File: src/rtl/uart_pkg.sv
// uart_pkg: definitions shared by the UART RX and TX cores.
//   uart_rx_state_t : receive FSM state encoding
//   OVERSAMPLE      : oversample ticks per bit
//   MID_SAMPLE      : tick index of the mid-bit sample inside the start bit
//   DATA_BITS       : data bits per frame
// Optional feature macro: UART_RX_PARITY_EN (adds the RX_PARITY state).
package uart_pkg;

  localparam int unsigned OVERSAMPLE = 16;
  localparam int unsigned MID_SAMPLE = 8;
  localparam int unsigned DATA_BITS  = 8;

  localparam int unsigned OS_W  = $clog2(OVERSAMPLE);
  localparam int unsigned BIT_W = $clog2(DATA_BITS);

  typedef enum logic [2:0] {
    RX_IDLE   = 3'd0,
    RX_START  = 3'd1,
    RX_DATA   = 3'd2,
`ifdef UART_RX_PARITY_EN
    RX_PARITY = 3'd3,
`endif
    RX_STOP   = 3'd4
  } uart_rx_state_t;

endpackage

File: src/rtl/uart_baud_tick.sv
// uart_baud_tick: oversample tick generator, shared by the RX and TX cores.
//   clk      : clock
//   nReset   : asynchronous reset, active-high
//   clear    : hold the counter at 0 (restarts tick phase)
//   baud_div : clocks per tick; 0 behaves as 1
//   tick     : one-cycle pulse every baud_div clocks while clear is low
module uart_baud_tick #(
  parameter int unsigned DIV_W = 16
) (
  input  logic             clk,
  input  logic             nReset,
  input  logic             clear,
  input  logic [DIV_W-1:0] baud_div,
  output logic             tick
);

  logic [DIV_W-1:0] cnt;
  logic [DIV_W-1:0] div_eff;

  assign div_eff = (baud_div == '0) ? DIV_W'(1) : baud_div;
  assign tick    = ~clear && (cnt == div_eff - DIV_W'(1));

  always_ff @(posedge clk or posedge nReset) begin
    if (nReset)
      cnt <= '0;
    else if (clear || tick)
      cnt <= '0;
    else
      cnt <= cnt + DIV_W'(1);
  end

endmodule

File: src/rtl/uart_rx_core.sv
// uart_rx_core: UART receive front end (8N1, or 8E1/8O1 with parity).
//   clk        : clock, rising edge
//   nReset     : asynchronous reset, active-high (1 = in reset)
//   rx         : serial input, idle high, asynchronous
//   baud_div   : clocks per oversample tick (0 treated as 1), captured in idle
//   rx_data    : held byte
//   rx_valid   : rx_data is valid
//   rx_ready   : consumer accepts the held byte this cycle
//   frame_err  : stop bit of the held byte sampled 0
//   parity_err : parity mismatch on the held byte (0 without parity)
//   overrun    : one-cycle pulse when a completed byte is dropped
//   rts        : registered ~rx_valid, 1 = can accept
// Optional feature macro: UART_RX_PARITY_EN (adds parameter PARITY_ODD).
module uart_rx_core
  import uart_pkg::*;
#(
  parameter int unsigned SYNC_STAGES = 2,
  parameter int unsigned DIV_W       = 16
`ifdef UART_RX_PARITY_EN
  , parameter bit        PARITY_ODD  = 1'b0
`endif
) (
  input  logic             clk,
  input  logic             nReset,
  input  logic             rx,
  input  logic [DIV_W-1:0] baud_div,
  output logic [7:0]       rx_data,
  output logic             rx_valid,
  input  logic             rx_ready,
  output logic             frame_err,
  output logic             parity_err,
  output logic             overrun,
  output logic             rts
);

  logic [SYNC_STAGES-1:0] sync_q;
  logic                   rx_s;
  logic [DIV_W-1:0]       div_q;
  logic                   tick;
  logic                   tick_clear;

  uart_rx_state_t         state, state_d;
  logic [OS_W-1:0]        os_cnt, os_d;
  logic [BIT_W-1:0]       bit_cnt, bit_d;
  logic [DATA_BITS-1:0]   shift_q, shift_d;
  logic                   commit;

`ifdef UART_RX_PARITY_EN
  logic                   perr_q, perr_d;
  logic                   perr_hold;
`endif

  // Synchroniser resets to idle-high so reset release never looks like a start edge.
  always_ff @(posedge clk or posedge nReset) begin
    if (nReset)
      sync_q <= '1;
    else
      sync_q <= {sync_q[SYNC_STAGES-2:0], rx};
  end

  assign rx_s = sync_q[SYNC_STAGES-1];

  // Divider is only captured while idle, so a mid-frame change waits for the next frame.
  always_ff @(posedge clk or posedge nReset) begin
    if (nReset)
      div_q <= '0;
    else if (state == RX_IDLE)
      div_q <= baud_div;
  end

  assign tick_clear = (state == RX_IDLE);

  uart_baud_tick #(
    .DIV_W (DIV_W)
  ) u_tick (
    .clk      (clk),
    .nReset   (nReset),
    .clear    (tick_clear),
    .baud_div (div_q),
    .tick     (tick)
  );

  always_ff @(posedge clk or posedge nReset) begin
    if (nReset) begin
      state   <= RX_IDLE;
      os_cnt  <= '0;
      bit_cnt <= '0;
      shift_q <= '0;
`ifdef UART_RX_PARITY_EN
      perr_q  <= 1'b0;
`endif
    end else begin
      state   <= state_d;
      os_cnt  <= os_d;
      bit_cnt <= bit_d;
      shift_q <= shift_d;
`ifdef UART_RX_PARITY_EN
      perr_q  <= perr_d;
`endif
    end
  end

  always_comb begin
    state_d = state;
    os_d    = os_cnt;
    bit_d   = bit_cnt;
    shift_d = shift_q;
    commit  = 1'b0;
`ifdef UART_RX_PARITY_EN
    perr_d  = perr_q;
`endif
    case (state)
      RX_IDLE: begin
        os_d  = '0;
        bit_d = '0;
`ifdef UART_RX_PARITY_EN
        perr_d = 1'b0;
`endif
        if (!rx_s)
          state_d = RX_START;
      end
      RX_START: begin
        if (tick) begin
          if (os_cnt == OS_W'(MID_SAMPLE - 1)) begin
            os_d    = '0;
            state_d = rx_s ? RX_IDLE : RX_DATA;
          end else begin
            os_d = os_cnt + OS_W'(1);
          end
        end
      end
      RX_DATA: begin
        if (tick) begin
          if (os_cnt == OS_W'(OVERSAMPLE - 1)) begin
            os_d    = '0;
            shift_d = {rx_s, shift_q[DATA_BITS-1:1]};
            bit_d   = bit_cnt + BIT_W'(1);
            if (bit_cnt == BIT_W'(DATA_BITS - 1))
`ifdef UART_RX_PARITY_EN
              state_d = RX_PARITY;
`else
              state_d = RX_STOP;
`endif
          end else begin
            os_d = os_cnt + OS_W'(1);
          end
        end
      end
`ifdef UART_RX_PARITY_EN
      RX_PARITY: begin
        if (tick) begin
          if (os_cnt == OS_W'(OVERSAMPLE - 1)) begin
            os_d    = '0;
            perr_d  = rx_s ^ (^shift_q) ^ PARITY_ODD;
            state_d = RX_STOP;
          end else begin
            os_d = os_cnt + OS_W'(1);
          end
        end
      end
`endif
      RX_STOP: begin
        // Commit at mid stop bit and go straight to idle so a back-to-back
        // start edge is not missed.
        if (tick) begin
          if (os_cnt == OS_W'(OVERSAMPLE - 1)) begin
            os_d    = '0;
            commit  = 1'b1;
            state_d = RX_IDLE;
          end else begin
            os_d = os_cnt + OS_W'(1);
          end
        end
      end
      default: state_d = RX_IDLE;
    endcase
  end

  // Holding register: a commit wins over a simultaneous handshake.
  always_ff @(posedge clk or posedge nReset) begin
    if (nReset) begin
      rx_data   <= '0;
      rx_valid  <= 1'b0;
      frame_err <= 1'b0;
      overrun   <= 1'b0;
      rts       <= 1'b0;
`ifdef UART_RX_PARITY_EN
      perr_hold <= 1'b0;
`endif
    end else begin
      overrun <= 1'b0;
      rts     <= ~rx_valid;
      if (commit) begin
        if (!rx_valid || rx_ready) begin
          rx_data   <= shift_q;
          rx_valid  <= 1'b1;
          frame_err <= ~rx_s;
`ifdef UART_RX_PARITY_EN
          perr_hold <= perr_q;
`endif
        end else begin
          overrun <= 1'b1;
        end
      end else if (rx_valid && rx_ready) begin
        rx_valid  <= 1'b0;
        frame_err <= 1'b0;
`ifdef UART_RX_PARITY_EN
        perr_hold <= 1'b0;
`endif
      end
    end
  end

`ifdef UART_RX_PARITY_EN
  assign parity_err = perr_hold;
`else
  assign parity_err = 1'b0;
`endif

endmodule

File: config.mk
export PLATFORM = sky130hd
export DESIGN_NAME = uart_rx_core
export DESIGN_NICKNAME = d
export VERILOG_FILES = /design/src/rtl/uart_pkg.sv /design/src/rtl/uart_baud_tick.sv /design/src/rtl/uart_rx_core.sv
export SDC_FILE = /design/constraint.sdc
export NUM_CORES = 1
export LEC_CHECK = 0
export ABC_AREA = 1
export CAP_MARGIN = 25
export CELL_PAD_IN_SITES_DETAIL_PLACEMENT = 0
export CELL_PAD_IN_SITES_GLOBAL_PLACEMENT = 1
export CORE_MARGIN = 1.5
export CORE_UTILIZATION = 35
export CTS_BUF_LIST = sky130_fd_sc_hd__clkbuf_4
export CTS_CLUSTER_SIZE = 16
export DETAILED_ROUTE_END_ITERATION = 6
export GPL_TIMING_DRIVEN = 0
export PLACE_DENSITY_LB_ADDON = 0.15
export SYNTH_ARGS = -nofsm -noshare
export SYNTH_HDL_FRONTEND = slang
export SYNTH_SLANG_ARGS = --single-unit
File: constraint.sdc
create_clock -name clk -period 3.03 [get_ports clk]
set_input_delay 0.606 -clock clk [delete_from_list [all_inputs] [get_ports clk]]
set_output_delay 0.606 -clock clk [all_outputs]
set_load 0.05 [all_outputs]
==> results.py, run 1 <==
metrics = {
    "finish": {
        "fin_util_pct": 45.4,
        "fin_nets": 564,
        "finalNonFillerCells": 680,
        "area_growth_pct": 26.0,
        "diodes": 0,
        "drive_above_1_share_pct": 20.2,
    },
    "logic_synthesis": {
        "synth_nets": 496,
        "synthMuxAreaShare_pct": 0,
        "ys_seq_elements": 64,
        "ys_warn_count": 0,
        "syn-mean-instance-area_um2": 7.89,
        "yosysTopAreaCell": "dfrtp_1",
        "synth_area_leaders": "dfrtp_1 (42%), nand2_1 (13%), nand3_1 (5.8%), inv_1 (5.1%), nor2_1 (4.7%)",
        "yosysSeqAreaShare_pct": 43.2,
        "synth_top_area_share_pct": 41.7,
        "synth-compound-area-share_pct": 7.14,
        "synth_xor_area_share_pct": 4.91,
        "synth_area_um2": 3720,
        "netlist_instances": 471,
        "synthAdderAreaFrac_pct": 1.68,
        "synth_top_family_by_area": "simple AND/OR/NAND/NOR gates",
        "synthSimpleGateAreaFrac_pct": 36.5,
        "synth.distinct_cells": 38,
    },
    "critical_path": {
        "critPathLaunchType": "register",
        "crit_type": "reg2reg",
        "path_cells": "nor2_4 -> nand2_1 -> nor2_4 -> nand2_8 -> nand2_4 -> inv_2 -> ha_4 -> nand2_4 -> nor2_1 -> nand2_1 -> nand2_1 -> nand2_2 -> nand3_2 -> nor2_2 -> nand2_2 -> nor2_4 -> nand3_2 -> nor2_4 -> nand3_4 -> clkbuf_16 -> o21ai_2",
        "crit_required_ns": 3.37,
        "cp_slowest_stage_delay_ns": 0.47,
        "reg2reg_slack_ns": 0.16,
        "critPathSlowestCell": "dfrtp_2",
        "crit_path_end_kind": "register",
        "cp_common_cell": "nor2_4",
        "worstPathArrival_ns": 3.21,
        "r2r-end": "shift_q[3]$_DFFE_PP0P_",
        "cp_max_fo": 7,
        "reg2reg_depth": 21,
        "rr_startpoint": "div_q[2]$_DFFE_PP0P_",
    },
    "clock_tree": {
        "clock-root-buffer": "clkbuf_4",
        "cts_tree": "built",
        "clk_latency_ns": 0.42,
        "cts_num_sinks": 64,
        "clkTransAtPathRegs_ns": 0.13,
        "cts_made_buffers": 9,
        "cts.path.max_buffers": 2,
        "cts-htree-levels": 3,
    },
    "floorplanning": {
        "core_area_um2": 10300,
        "die_w_um": 106,
        "initial_core_util_pct": 36.0,
        "die_area_um2": 11200,
        "ioPinCount": 33,
        "rows": 37,
        "fp.dieH_um": 106,
    },
    "global_routing": {
        "grt_max_degree": 65,
        "antenna_found_initial": 0,
        "grt_pass1_wl_um": 14400,
        "grt_pass1_vias": 2883,
        "grt.total_usage_pct": 16.5,
        "grt.overflow.total": 0,
    },
    "min_path": {
        "min_from": "sync_q[0]$_DFF_PP1_",
        "hold_path_class": "reg2reg",
        "holdPathStages": 0,
        "holdPathEnd": "sync_q[1]$_DFF_PP1_",
    },
    "routing": {
        "post_drt_wl_per_cell_um": 13.2,
        "drc": 0,
        "via_per_inst": 4.61,
        "drt_iter0_drc": 87,
        "dr.pass1.iters": 4,
        "drt_wl_total_um": 8950,
        "ant_nets": 0,
        "vias": 3135,
    },
    "place": {
        "gp_congestion": 0.862,
        "place_ws_ns": -0.187,
        "place_inst": 638,
        "numPortBuffers": 31,
        "dp_hpwl_um": 6420,
    },
    "power": {
        "ir_drop_mv": 0.179,
        "power.density_nw_per_um2": 407,
        "clkPwrFrac_pct": 35.6,
        "switchingPower_w": 0.000564,
        "switching_share_pct": 29.6,
        "power_frac_comb_pct": 14.9,
        "p_int_w": 0.00134,
        "leakage_nw": 2.12,
        "p_seq_share_pct": 49.5,
    },
    "timing": {
        "worstMarginPinSlew_ns": 0.823,
        "maxSlewViolCount": 0,
        "maxSlewHeadroom_pct": 45.1,
        "setup_viol": 0,
        "min_period_ns": 2.87,
        "layout_setup_ws_ns": 0.155,
        "clock_skew_ns": 0.0268,
        "max_freq_ghz": 0.348,
        "finalHoldViolCount": 0,
        "timing.final.crit_share_pct": 94.9,
    },
    "status": {
        "outcome": "complete, no violations",
    },
    "run": {
        "max-cap-violations": 0,
    },
}
sequential cells by signal (all words and copies together) (netlist names):
register    count
shift_q         8
sync_q          2
overrun         1
div_q          16
rts             1
bit_cnt         3
os_cnt          4
u_tick.cnt     16
frame_err       1
rx_data         8
state           3
rx_valid        1
cells in the final DEF, fill, tap and decap left out, drive strengths merged:
master,instances
nand2,136
clkinvlp,1
buf,28
a21oi,4
a31oi,3
clkbuf,13
xnor2,8
o21ai,32
bufinv,2
o22ai,1
inv,53
xor2,12
a21boi,2
clkdlybuf4s50,31
o21bai,1
or2,3
nor3,6
dfrtp,62
nor3b,3
clkinv,5
ha,5
o211ai,1
nor2,65
dfstp,2
nand3,49
nand4,15
conb,1
per-stage QoR:
step / total power [W] / setup TNS (ns) / area, um2 / hold WS [ns]
after detailed placement: 0.00122 / -5.14 / 4200 / 0.348
after global routing: 0.00201 / -0.0910 / 4680 / 0.374
final: 0.00190 / 0 / 4680 / 0.366
after CTS: 0.00191 / 0 / 4450 / 0.367
after floorplan: 0.00113 / 0 / 3720 / 0.345
after global placement: 0.00121 / -33.88 / 4200 / 0.347
power groups by stage:
stage          clock [W]  sequential (W)  combinational (W)
4_1_cts         0.000702        0.000941           0.000272
3_3_place_gp           0        0.000956           0.000258
2_1_floorplan          0        0.000941           0.000190
3_5_place_dp           0        0.000957           0.000261
6_report        0.000678        0.000943           0.000284
5_1_grt         0.000740        0.000948           0.000321
worst max-delay path by stage:
| stage | cells after the start | startpoint | slack, ns | to |
|---|---|---|---|---|
| 5_1_grt | 22 | div_q[2]$_DFFE_PP0P_ | -0.02 | shift_q[3]$_DFFE_PP0P_ |
| 3_5_place_dp | 17 | div_q[5]$_DFFE_PP0P_ | -0.19 | u_tick.cnt[7]$_DFF_PP0_ |
| 2_1_floorplan | 19 | div_q[8]$_DFFE_PP0P_ | 0.30 | bit_cnt[1]$_DFFE_PP0P_ |
| 4_1_cts | 21 | div_q[5]$_DFFE_PP0P_ | 0.01 | rx_data[1]$_DFFE_PP0P_ |
| 6_report | 21 | div_q[2]$_DFFE_PP0P_ | 0.16 | shift_q[3]$_DFFE_PP0P_ |
| 3_3_place_gp | 2 | nReset | -0.47 | rx_data[4]$_DFFE_PP0P_ |
final cells by class:
type                    count  area, um2
clock buffers               9       67.6
repair buffers             56        527
flip-flops and latches     64       1610
inverters                  54        205
well taps                 136        170
clock inverters             7       93.8
fillers                  1054       5640
plain buffers               7       51.3
multi-input cells         347       1950
critical path: cells and delay by family (launching register included):
kind	cells	cell delay, ns
compound gates	1	0.11
fa+ha+maj	1	0.19
buf+inv	2	0.30
flops	1	0.47
simple gates	17	1.71
Yosys cell counts (all sizes together):
| cell type | instances |
|---|---|
| o22ai | 1 |
| buf | 4 |
| a21boi | 2 |
| o21ai | 32 |
| dfstp | 2 |
| nor3 | 6 |
| dfrtp | 62 |
| nand2 | 136 |
| a31oi | 3 |
| nor2 | 64 |
| o21bai | 1 |
| conb | 1 |
| xnor2 | 8 |
| ha | 5 |
| xor2 | 12 |
| o211ai | 1 |
| a21oi | 4 |
| inv | 52 |
| nand4 | 15 |
| or2 | 3 |
| clkinv | 2 |
| nor3b | 3 |
| nand3 | 49 |
| clkbuf | 3 |
layer usage:
metal	up-vias	global-route usage, %	share of wire, %
li1	1646	-	-
met1	1435	24.5	53
met2	45	23.6	42
met3	9	4.35	2.8
met4	0	4.54	1.2
met5	-	0	0
kinds of logic (layout without fill, tap and decap cells):
kind of cell	Yosys count	count (layout)
simple gates	276	277
xor+xnor	20	20
flops	64	64
buf+inv	61	133
compound gates	44	44
fa+ha+maj	5	5
other cells	1	1
timing repair:
action	in CTS	in global routing
setup endpoints to repair	42	42
resized for setup	11	21
pin swaps	2	11
hold buffers	0	0
setup buffers	6	18
hold endpoints to repair	0	0
gates cloned	0	2
(Power assumes the default switching activity.)
==> run 2: changes to the inputs <==
--- a/config.mk
+++ b/config.mk
@@ -16,6 +16,7 @@
 export DETAILED_ROUTE_END_ITERATION = 6
 export GPL_TIMING_DRIVEN = 0
 export PLACE_DENSITY_LB_ADDON = 0.15
+export SLEW_MARGIN = 10
 export SYNTH_ARGS = -nofsm -noshare
 export SYNTH_HDL_FRONTEND = slang
 export SYNTH_SLANG_ARGS = --single-unit
==> run 2 against run 1 <==
Clock power down 27%. Global-route usage grew 0.097 points. Critical endpoint is now bit_cnt[1]$_DFFE_PP0P_. Largest cell class unchanged. Die area unchanged. Sequential share of layout area increased by 0.39 points.
==> results.py, run 2 (same netlist as run 1, synthesis figures left out) <==
metrics = {
    "finish": {
        "drive_above_1_share_pct": 20.8,
        "top_regs": "div_q: 16 flops, u_tick.cnt: 16 flops",
        "n_fill_cell": 1057,
        "finalNonFillerCells": 678,
        "layout_commonest_cell": "nand2_1",
        "diodes": 0,
        "regArea_um2": 1620,
        "area_growth_pct": 24.7,
        "multi_input_area_um2": 1980,
        "fin_nets": 562,
        "final_cell_mix": "nand2_1 (127), dfrtp_1 (53), inv_1 (47)",
    },
    "place": {
        "dp_hpwl_um": 6530,
        "numPortBuffers": 31,
        "gp_congestion": 0.862,
        "place_inst": 639,
    },
    "timing": {
        "clock_skew_ns": 0.0157,
        "min_period_ns": 2.84,
        "timing.final.crit_share_pct": 93.7,
        "maxSlewHeadroom_pct": 58.4,
        "setup_viol": 0,
        "finalHoldViolCount": 0,
        "tns_ns": 0,
        "worstMarginPinSlew_ns": 0.624,
        "max_freq_ghz": 0.352,
        "maxSlewViolCount": 0,
    },
    "power": {
        "switching_share_pct": 31.6,
        "clkPwrFrac_pct": 28.7,
        "leakage_nw": 2.08,
        "p_seq_share_pct": 54.2,
        "ir_drop_mv": 0.133,
        "power.density_nw_per_um2": 374,
        "p_int_w": 0.00118,
        "switchingPower_w": 0.000548,
        "power_frac_comb_pct": 17.1,
    },
    "routing": {
        "ant_nets": 0,
        "via_per_inst": 4.67,
        "dr.pass1.iters": 4,
        "drc": 0,
        "vias": 3168,
        "drt_wl_total_um": 8920,
        "drt_iter0_drc": 145,
        "post_drt_wl_per_cell_um": 13.2,
    },
    "clock_tree": {
        "clock-root-buffer": "clkbuf_4",
        "clk_latency_ns": 0.41,
        "clkTransAtPathRegs_ns": 0.12,
        "cts_tree": "built",
        "cts_num_sinks": 64,
        "cts_made_buffers": 9,
        "cts.path.max_buffers": 2,
        "cts-htree-levels": 3,
    },
    "critical_path": {
        "path_buf_inv": 2,
        "crit_required_ns": 3.34,
        "critPathLaunchType": "register",
        "path_cells": "nor2_1 -> nand2_1 -> nor2_4 -> nand2_8 -> nand2_4 -> inv_2 -> ha_4 -> xnor2_1 -> a21oi_1 -> nand3_1 -> nor2_2 -> nand2_1 -> nor2_4 -> nand3_2 -> nor2_4 -> nand3_4 -> buf_8 -> nand3_2 -> nand2_1",
        "critPathSlowestCell": "dfrtp_2",
        "path_delay_family": "simple AND/OR/NAND/NOR gates",
        "worstPathArrival_ns": 3.14,
        "crit_path_end_kind": "register",
        "cp_max_fo": 10,
        "cp_slowest_stage_delay_ns": 0.46,
        "crit_type": "reg2reg",
    },
    "global_routing": {
        "grt.total_usage_pct": 16.6,
        "grt_pass1_wl_um": 14600,
        "grt_max_degree": 39,
        "grt_pass1_vias": 2982,
        "antenna_found_initial": 0,
        "grt.overflow.total": 0,
    },
    "min_path": {
        "hold_path_class": "reg2reg",
    },
    "run": {
        "max-cap-violations": 0,
    },
    "floorplanning": {
        "core_area_um2": 10300,
        "fp.dieH_um": 106,
        "ioPinCount": 33,
        "die_w_um": 106,
        "rows": 37,
        "initial_core_util_pct": 36.0,
        "die_area_um2": 11200,
    },
    "status": {
        "outcome": "complete, no violations",
    },
}
[run 2: what timing repair did]
action                                 in CTS  in global routing
hold buffers                                0                  0
buffers inserted                            7                 15
pin swaps                                   3                 16
gates resized for setup                    12                 25
endpoints found under the hold margin       0                  0
cloned                                      0                  1
setup endpoints to repair                  42                 42
[run 2: power by group through the flow]
stage               Sequential, W  Combinational, W  Clock, W
floorplan                0.000941          0.000190         0
global placement         0.000956          0.000258         0
detailed placement       0.000956          0.000265         0
CTS                      0.000940          0.000277  0.000523
global route             0.000946          0.000330  0.000557
finish                   0.000940          0.000297  0.000497
[run 2: layout make-up]
type	instances	area share [%]
Clock buffer	10	1.62
Multi-Input combinational cell	347	42.6
Buffer	7	0.998
Inverter	54	4.43
Tap cell	136	3.67
Sequential cell	64	34.8
Clock inverter	6	0.783
Timing Repair Buffer	54	11.0
[run 2: per-layer routing]
| metal | up-vias | global-route usage (%) | wire (um) |
|---|---|---|---|
| li1 | 1643 | - | - |
| met1 | 1469 | 24.1 | 4630 |
| met2 | 50 | 24.8 | 3840 |
| met3 | 6 | 3.56 | 361 |
| met4 | 0 | 4.83 | 91 |
| met5 | - | 0 | 0 |
[run 2: worst reg2reg max path, delay by kind of cell, from the launching register on]
kind	cells	cell delay, ns
simple gates	14	1.53
flops	1	0.46
buf+inv	2	0.26
fa+ha+maj	1	0.24
xor+xnor	1	0.14
compound gates	1	0.13
[run 2: path summary, 6_finish.rpt]
check	slack, ns	start	end	cells past startpoint
worst min register to register	0.37	sync_q[0]$_DFF_PP1_	sync_q[1]$_DFF_PP1_	0
worst min-delay path	0.37	sync_q[0]$_DFF_PP1_	sync_q[1]$_DFF_PP1_	0
worst max-delay path	0.19	div_q[14]$_DFFE_PP0P_	bit_cnt[1]$_DFFE_PP0P_	19
max in group asynchronous	1.93	nReset	sync_q[1]$_DFF_PP1_	3
worst max register to register	0.19	div_q[14]$_DFFE_PP0P_	bit_cnt[1]$_DFFE_PP0P_	19
min in group asynchronous	0.53	nReset	div_q[8]$_DFFE_PP0P_	2
[run 2: through the flow]
step	cell area, um2	setup slack (ns)	power [W]	util (%)	hold slack [ns]
after floorplan	3720	0.302	0.00113	-	0.345
after global placement	4200	-0.472	0.00121	40.7	0.347
after detailed placement	4220	-0.199	0.00122	40.9	0.348
after CTS	4430	0.00929	0.00174	43.0	0.366
after global routing	4640	-0.0305	0.00183	44.9	0.374
final	4640	0.192	0.00173	44.9	0.365
==> run 3: changes to the inputs <==
--- a/config.mk
+++ b/config.mk
@@ -20,3 +20,4 @@
 export SYNTH_ARGS = -nofsm -noshare
 export SYNTH_HDL_FRONTEND = slang
 export SYNTH_SLANG_ARGS = --single-unit
+export TNS_END_PERCENT = 20
==> run 3 against run 2 <==
Sequential power is essentially flat. Sequential share of layout area increased by 0.16 points. Routed wire length down 0.73%. Worst setup slack improved by 0.023 ns. Non-clock buffer count is 5 lower. Largest cell class unchanged.
==> results.py, run 3 (same netlist as run 1, synthesis figures left out) <==
metrics = {
    "status": {
        "outcome": "complete, no violations",
    },
    "clock_tree": {
        "clk_latency_ns": 0.42,
        "clkTransAtPathRegs_ns": 0.12,
        "cts_made_buffers": 9,
        "cts_tree": "built",
        "cts_num_sinks": 64,
        "cts-htree-levels": 3,
        "cts.hold.buffers_added": 0,
        "cts.path.max_buffers": 2,
        "clock-root-buffer": "clkbuf_4",
    },
    "timing": {
        "tns_ns": 0,
        "setup_viol": 0,
        "holdWs_ns": 0.365,
        "clock_skew_ns": 0.0159,
        "timing.final.crit_share_pct": 92.9,
        "finalHoldViolCount": 0,
        "min_period_ns": 2.81,
        "worstMarginPinSlew_ns": 0.611,
        "maxSlewViolCount": 0,
        "max_freq_ghz": 0.355,
        "maxSlewHeadroom_pct": 59.3,
    },
    "routing": {
        "route.top_layer_used": "met4",
        "wl_met3_um": 246,
        "drt_iter0_drc": 131,
        "vias": 3113,
        "wl_met1_um": 4650,
        "post_drt_wl_per_cell_um": 13.2,
        "wl_met2_um": 3830,
        "drc": 0,
        "drt_wl_total_um": 8850,
        "dr.pass1.iters": 4,
        "via_per_inst": 4.63,
        "ant_nets": 0,
    },
    "finish": {
        "diodes": 0,
        "drive_above_1_share_pct": 20.3,
        "fin_nets": 557,
        "area_growth_pct": 24.2,
        "final_cell_mix": "nand2_1 (126), dfrtp_1 (53), inv_1 (47)",
        "layout_commonest_cell": "nand2_1",
        "n_fill_cell": 1060,
        "top_regs": "div_q: 16 flops, u_tick.cnt: 16 flops",
    },
    "critical_path": {
        "crit_start": "div_q[5]$_DFFE_PP0P_",
        "crit_path_end_kind": "register",
        "worstPathArrival_ns": 3.12,
        "crit_type": "reg2reg",
        "critPathLaunchType": "register",
        "rr_startpoint": "div_q[5]$_DFFE_PP0P_",
        "crit_required_ns": 3.34,
        "cp_max_fo": 10,
    },
    "global_routing": {
        "antenna_found_initial": 0,
        "grt.total_usage_pct": 16.5,
        "grt.overflow.total": 0,
        "grt_pass1_vias": 2962,
        "grt_pass1_wl_um": 14400,
        "grt_max_degree": 39,
    },
    "power": {
        "ir_drop_mv": 0.132,
        "leakage_nw": 2.06,
        "power.density_nw_per_um2": 374,
    },
    "run": {
        "max-cap-violations": 0,
    },
    "place": {
        "dp_hpwl_um": 6530,
        "numPortBuffers": 31,
        "gp_congestion": 0.862,
    },
    "floorplanning": {
        "ioPinCount": 33,
        "initial_core_util_pct": 36.0,
        "core_area_um2": 10300,
        "fp.dieH_um": 106,
        "rows": 37,
        "die_area_um2": 11200,
        "die_w_um": 106,
    },
    "min_path": {
        "hold_path_class": "reg2reg",
        "min_from": "sync_q[0]$_DFF_PP1_",
    },
}
## run 3: layer usage
layer / vias up / GRT usage (%)
li1: 1636 / -
met1: 1432 / 24.0
met2: 38 / 24.5
met3: 7 / 3.56
met4: 0 / 4.83
met5: - / 0
## run 3: where the power goes
part	switching, W	internal, W	total (W)
clock	0.000324	0.000172	0.000496
combinational	0.000176	0.000113	0.000289
sequential	0.0000496	0.000893	0.000943
## run 3: path summary, 6_finish.rpt
kind	endpoint	slack (ns)	depth (start not counted)
worst max-delay path	bit_cnt[1]$_DFFE_PP0P_	0.22	22
worst min-delay path	sync_q[1]$_DFF_PP1_	0.37	0
worst max register to register	bit_cnt[1]$_DFFE_PP0P_	0.22	22
worst min register to register	sync_q[1]$_DFF_PP1_	0.37	0
max in group asynchronous	sync_q[1]$_DFF_PP1_	1.94	3
min in group asynchronous	div_q[8]$_DFFE_PP0P_	0.52	2
## run 3: cell type report
| class | instances | area (um2) | share of cell area (%) |
|---|---|---|---|
| clock buffers | 10 | 75.1 | 1.63 |
| well taps | 136 | 170 | 3.69 |
| repair buffers | 49 | 478 | 10.4 |
| plain buffers | 7 | 51.3 | 1.11 |
| clock inverters | 6 | 36.3 | 0.786 |
| inverters | 54 | 205 | 4.45 |
| flip-flops and latches | 64 | 1620 | 35.0 |
| multi-input cells | 347 | 1980 | 43.0 |
## run 3: repair_timing
item | CTS | global route
pin swaps | 0 | 14
endpoints found under the setup margin | 42 | 45
cloned | 0 | 1
buffers inserted | 3 | 14
endpoints found under the hold margin | 0 | 0
resized for setup | 11 | 30
## run 3: metrics by stage
step	worst slack [ns]	power (W)	util, %	std cells	area, um2
final	0.215	0.00173	44.7	673	4620
after global routing	-0.0227	0.00183	44.7	673	4620
after CTS	-0.0244	0.00173	42.6	658	4400
after detailed placement	-0.199	0.00122	40.9	639	4220
after global placement	-0.472	0.00121	40.7	638	4200
after floorplan	0.302	0.00113	-	471	3720
## run 3: critical path, stage by stage (launching register included)
cell and delay [ns]:
dfrtp_2 0.47, nor2_4 0.15, nand2_4 0.09, nor2_8 0.15, nand2_8 0.08, nand2_4 0.06
inv_2 0.07, ha_4 0.19, nand2_4 0.10, inv_2 0.07, nand2_1 0.06, nand2_1 0.04
nand3_1 0.10, nand2_1 0.07, nor2_2 0.14, inv_1 0.08, nor2_4 0.10, nand3_2 0.08
nor2_4 0.19, nand3_4 0.13, buf_12 0.20, nand3_2 0.05, nand2_1 0.05
==> edit, RTL diff (config.mk and constraints of run 3) <==
`DIV_W` is set to 16 in 2 places; all go to 24.
--- a/src/rtl/uart_baud_tick.sv
+++ b/src/rtl/uart_baud_tick.sv
@@ -5,7 +5,7 @@
 //   baud_div : clocks per tick; 0 behaves as 1
 //   tick     : one-cycle pulse every baud_div clocks while clear is low
 module uart_baud_tick #(
-  parameter int unsigned DIV_W = 16
+  parameter int unsigned DIV_W = 24
 ) (
   input  logic             clk,
   input  logic             nReset,
--- a/src/rtl/uart_rx_core.sv
+++ b/src/rtl/uart_rx_core.sv
@@ -15,7 +15,7 @@
   import uart_pkg::*;
 #(
   parameter int unsigned SYNC_STAGES = 2,
-  parameter int unsigned DIV_W       = 16
+  parameter int unsigned DIV_W       = 24
 `ifdef UART_RX_PARITY_EN
   , parameter bit        PARITY_ODD  = 1'b0
 `endif
Ports: changed (resized baud_div); port bits go from 33 to 41. No check against the original RTL was run, so the function may have changed too.
==> edit against run 3 <==
Sequential cell count increased by 16. Total power increased by 17%. Global-route usage increased by 2.7 points. Final area increased by 38%. Area after synthesis increased by 32%. Routed wire length increased by 51%. Core utilization increased by 1.3 points. Worst setup slack got worse by 0.14 ns. Critical endpoint is now os_cnt[1]. Largest power group unchanged.
==> edit: results (changes against run 3) <==
CP max FO: 8 (was 10)
register area share after synthesis: 0.407 (was 0.432)
DR pass1 iterations: 4 (unchanged)
placed cells: 865 (was 639)
diodes inserted: 0 (unchanged)
Placer Congestion: 0.863 (was 0.862)
Post-Place Setup Slack: -0.420 ns (was -0.199 ns)
switching part of the total: 0.282 (was 0.318)
Worst EP arrival: 3.32 ns (was 3.12 ns)
wire length of the first global-routing pass: 21800 um (was 14400 um)
Worst setup startpoint: div_q[11] (was div_q[5])
maximum number of pins on one net before global-route repair: 47 (was 39)
Final Skew: 0.0204 ns (was 0.0159 ns)
Final Cycle Share: 0.977 (was 0.929)
layout cells sized above 1: 0.217 (was 0.203)
total track usage: 0.191 (was 0.165)
Fill cells: 1430 (was 1060)
Min-Delay Startpoint: sync_q[0] (unchanged)
nets@finish: 775 (was 557)
initial DRC count: 180 (was 131)
Via density: 4.80 (was 4.63)
Crit path max-delay family: simple AND/OR/NAND/NOR gates (unchanged)
worst reg2reg endpoint: os_cnt[1] (was bit_cnt[1])
CP max-delay cell: dfrtp_2 (unchanged)
top flop regs: div_q x24, u_tick.cnt x24 (was div_q x16, u_tick.cnt x16)
clk_lat worst skew: 0.47 ns (was 0.42 ns)
most common cell after layout, fill and taps aside: nand2_1 (unchanged)
Mapped Nets: 678 (was 496)
Worst path max stage delay: 0.47 ns (about the same)
post-CTS setup buffer count: 32 (was 3)
Worst VDD drop: 219 uV (was 132 uV)
Worst Hold Depth: 0 (unchanged)
clock buffer depth: 2 (unchanged)
R2R setup slack: 0.07 ns (was 0.22 ns)
status: complete, no violations (unchanged)
routed length per instance: 14.4 um (was 13.2 um)
largest cells by area after synthesis: dfrtp_1 40%, nand2_1 15%, nor2_1 5.6% (was dfrtp_1 42%, nand2_1 13%, nand3_1 5.8%)
Leakage: 0.00304 uW (was 0.00206 uW)
count leader, synth: nand2_1 (unchanged)
IO buf count: 39 (was 31)
CTS clk-pin slew, worst paths: 0.14 ns (was 0.12 ns)
most instantiated cells after synthesis: 203 x nand2_1, 78 x dfrtp_1, 73 x nor2_1 (was 131 x nand2_1, 62 x dfrtp_1, 51 x inv_1)
Resized cells post-CTS: 38 (was 11)
Post-synth ARST share: 1.00 (unchanged)
vias in the first global route: 4283 (was 2962)
Hold Path End: sync_q[1] (unchanged)
count of cell types in the netlist: 48 (was 38)
Routed WL: 13300 um (was 8850 um)
syn avg cell area: 7.63 um2 (was 7.89 um2)
HPWL after DPL: 9380 um (was 6530 um)
relative max-transition margin: 0.573 (was 0.593)
total CTS buffers: 9 (unchanged)
Worst R2R Path Depth: 19 (was 22)
top cell type's share of synthesized area: 0.396 (was 0.417)
deepest level of the CTS H-tree: 3 (unchanged)
edit: changes by cell type after synthesis, sizes merged, moves of 4 or more:
cell | before | now
inv | 52 | 61
nand4 | 15 | 34
xnor2 | 8 | 19
nand3 | 49 | 44
nor3 | 6 | 10
nand2 | 136 | 211
xor2 | 12 | 23
dfrtp | 62 | 78
clkbuf | 3 | 11
o21ai | 32 | 20
nor2 | 64 | 89
nand3b | 0 | 4
edit: through the flow:
step	utilization	instance area, um2	hold slack, ns
after floorplan	-	4920	0.345
after global placement	0.401	5540	0.348
after detailed placement	0.403	5570	0.348
after CTS	0.445	6150	0.368
after global routing	0.460	6360	0.375
final	0.460	6360	0.366
edit: cell type report:
cell class / count / area [um2] / area share
Clock inverter: 7 / 71.3 / 0.0112
Inverter: 61 / 231 / 0.0364
Multi-Input combinational cell: 489 / 2820 / 0.444
Buffer: 16 / 91.3 / 0.0144
Sequential cell: 80 / 2020 / 0.317
Timing Repair Buffer: 85 / 830 / 0.131
Tap cell: 180 / 225 / 0.0354
Clock buffer: 9 / 67.6 / 0.0106
edit: metal layers:
layer / part of all wire / GRT usage
met1: 0.50 / 0.272
met2: 0.46 / 0.298
met3: 0.030 / 0.0267
met4: 0.016 / 0.0684
met5: 0 / 0
edit: logic make-up after synthesis:
kind of cell	synth area share
XOR/XNOR	0.0762
AO/OA/AOI/OAI	0.0412
flip-flops	0.407
AND/OR/NAND/NOR	0.399
adder cells (fa/ha/maj)	0.0127
other	0.000762
buffers and inverters	0.0628
edit: power by group through the flow:
stage	clock, uW	sequential [uW]	combinational, uW
after global placement	0	1130	171
after global routing	753	1110	268
after CTS	709	1110	227
after floorplan	0	1120	110
final	679	1110	242
after detailed placement	0	1130	178
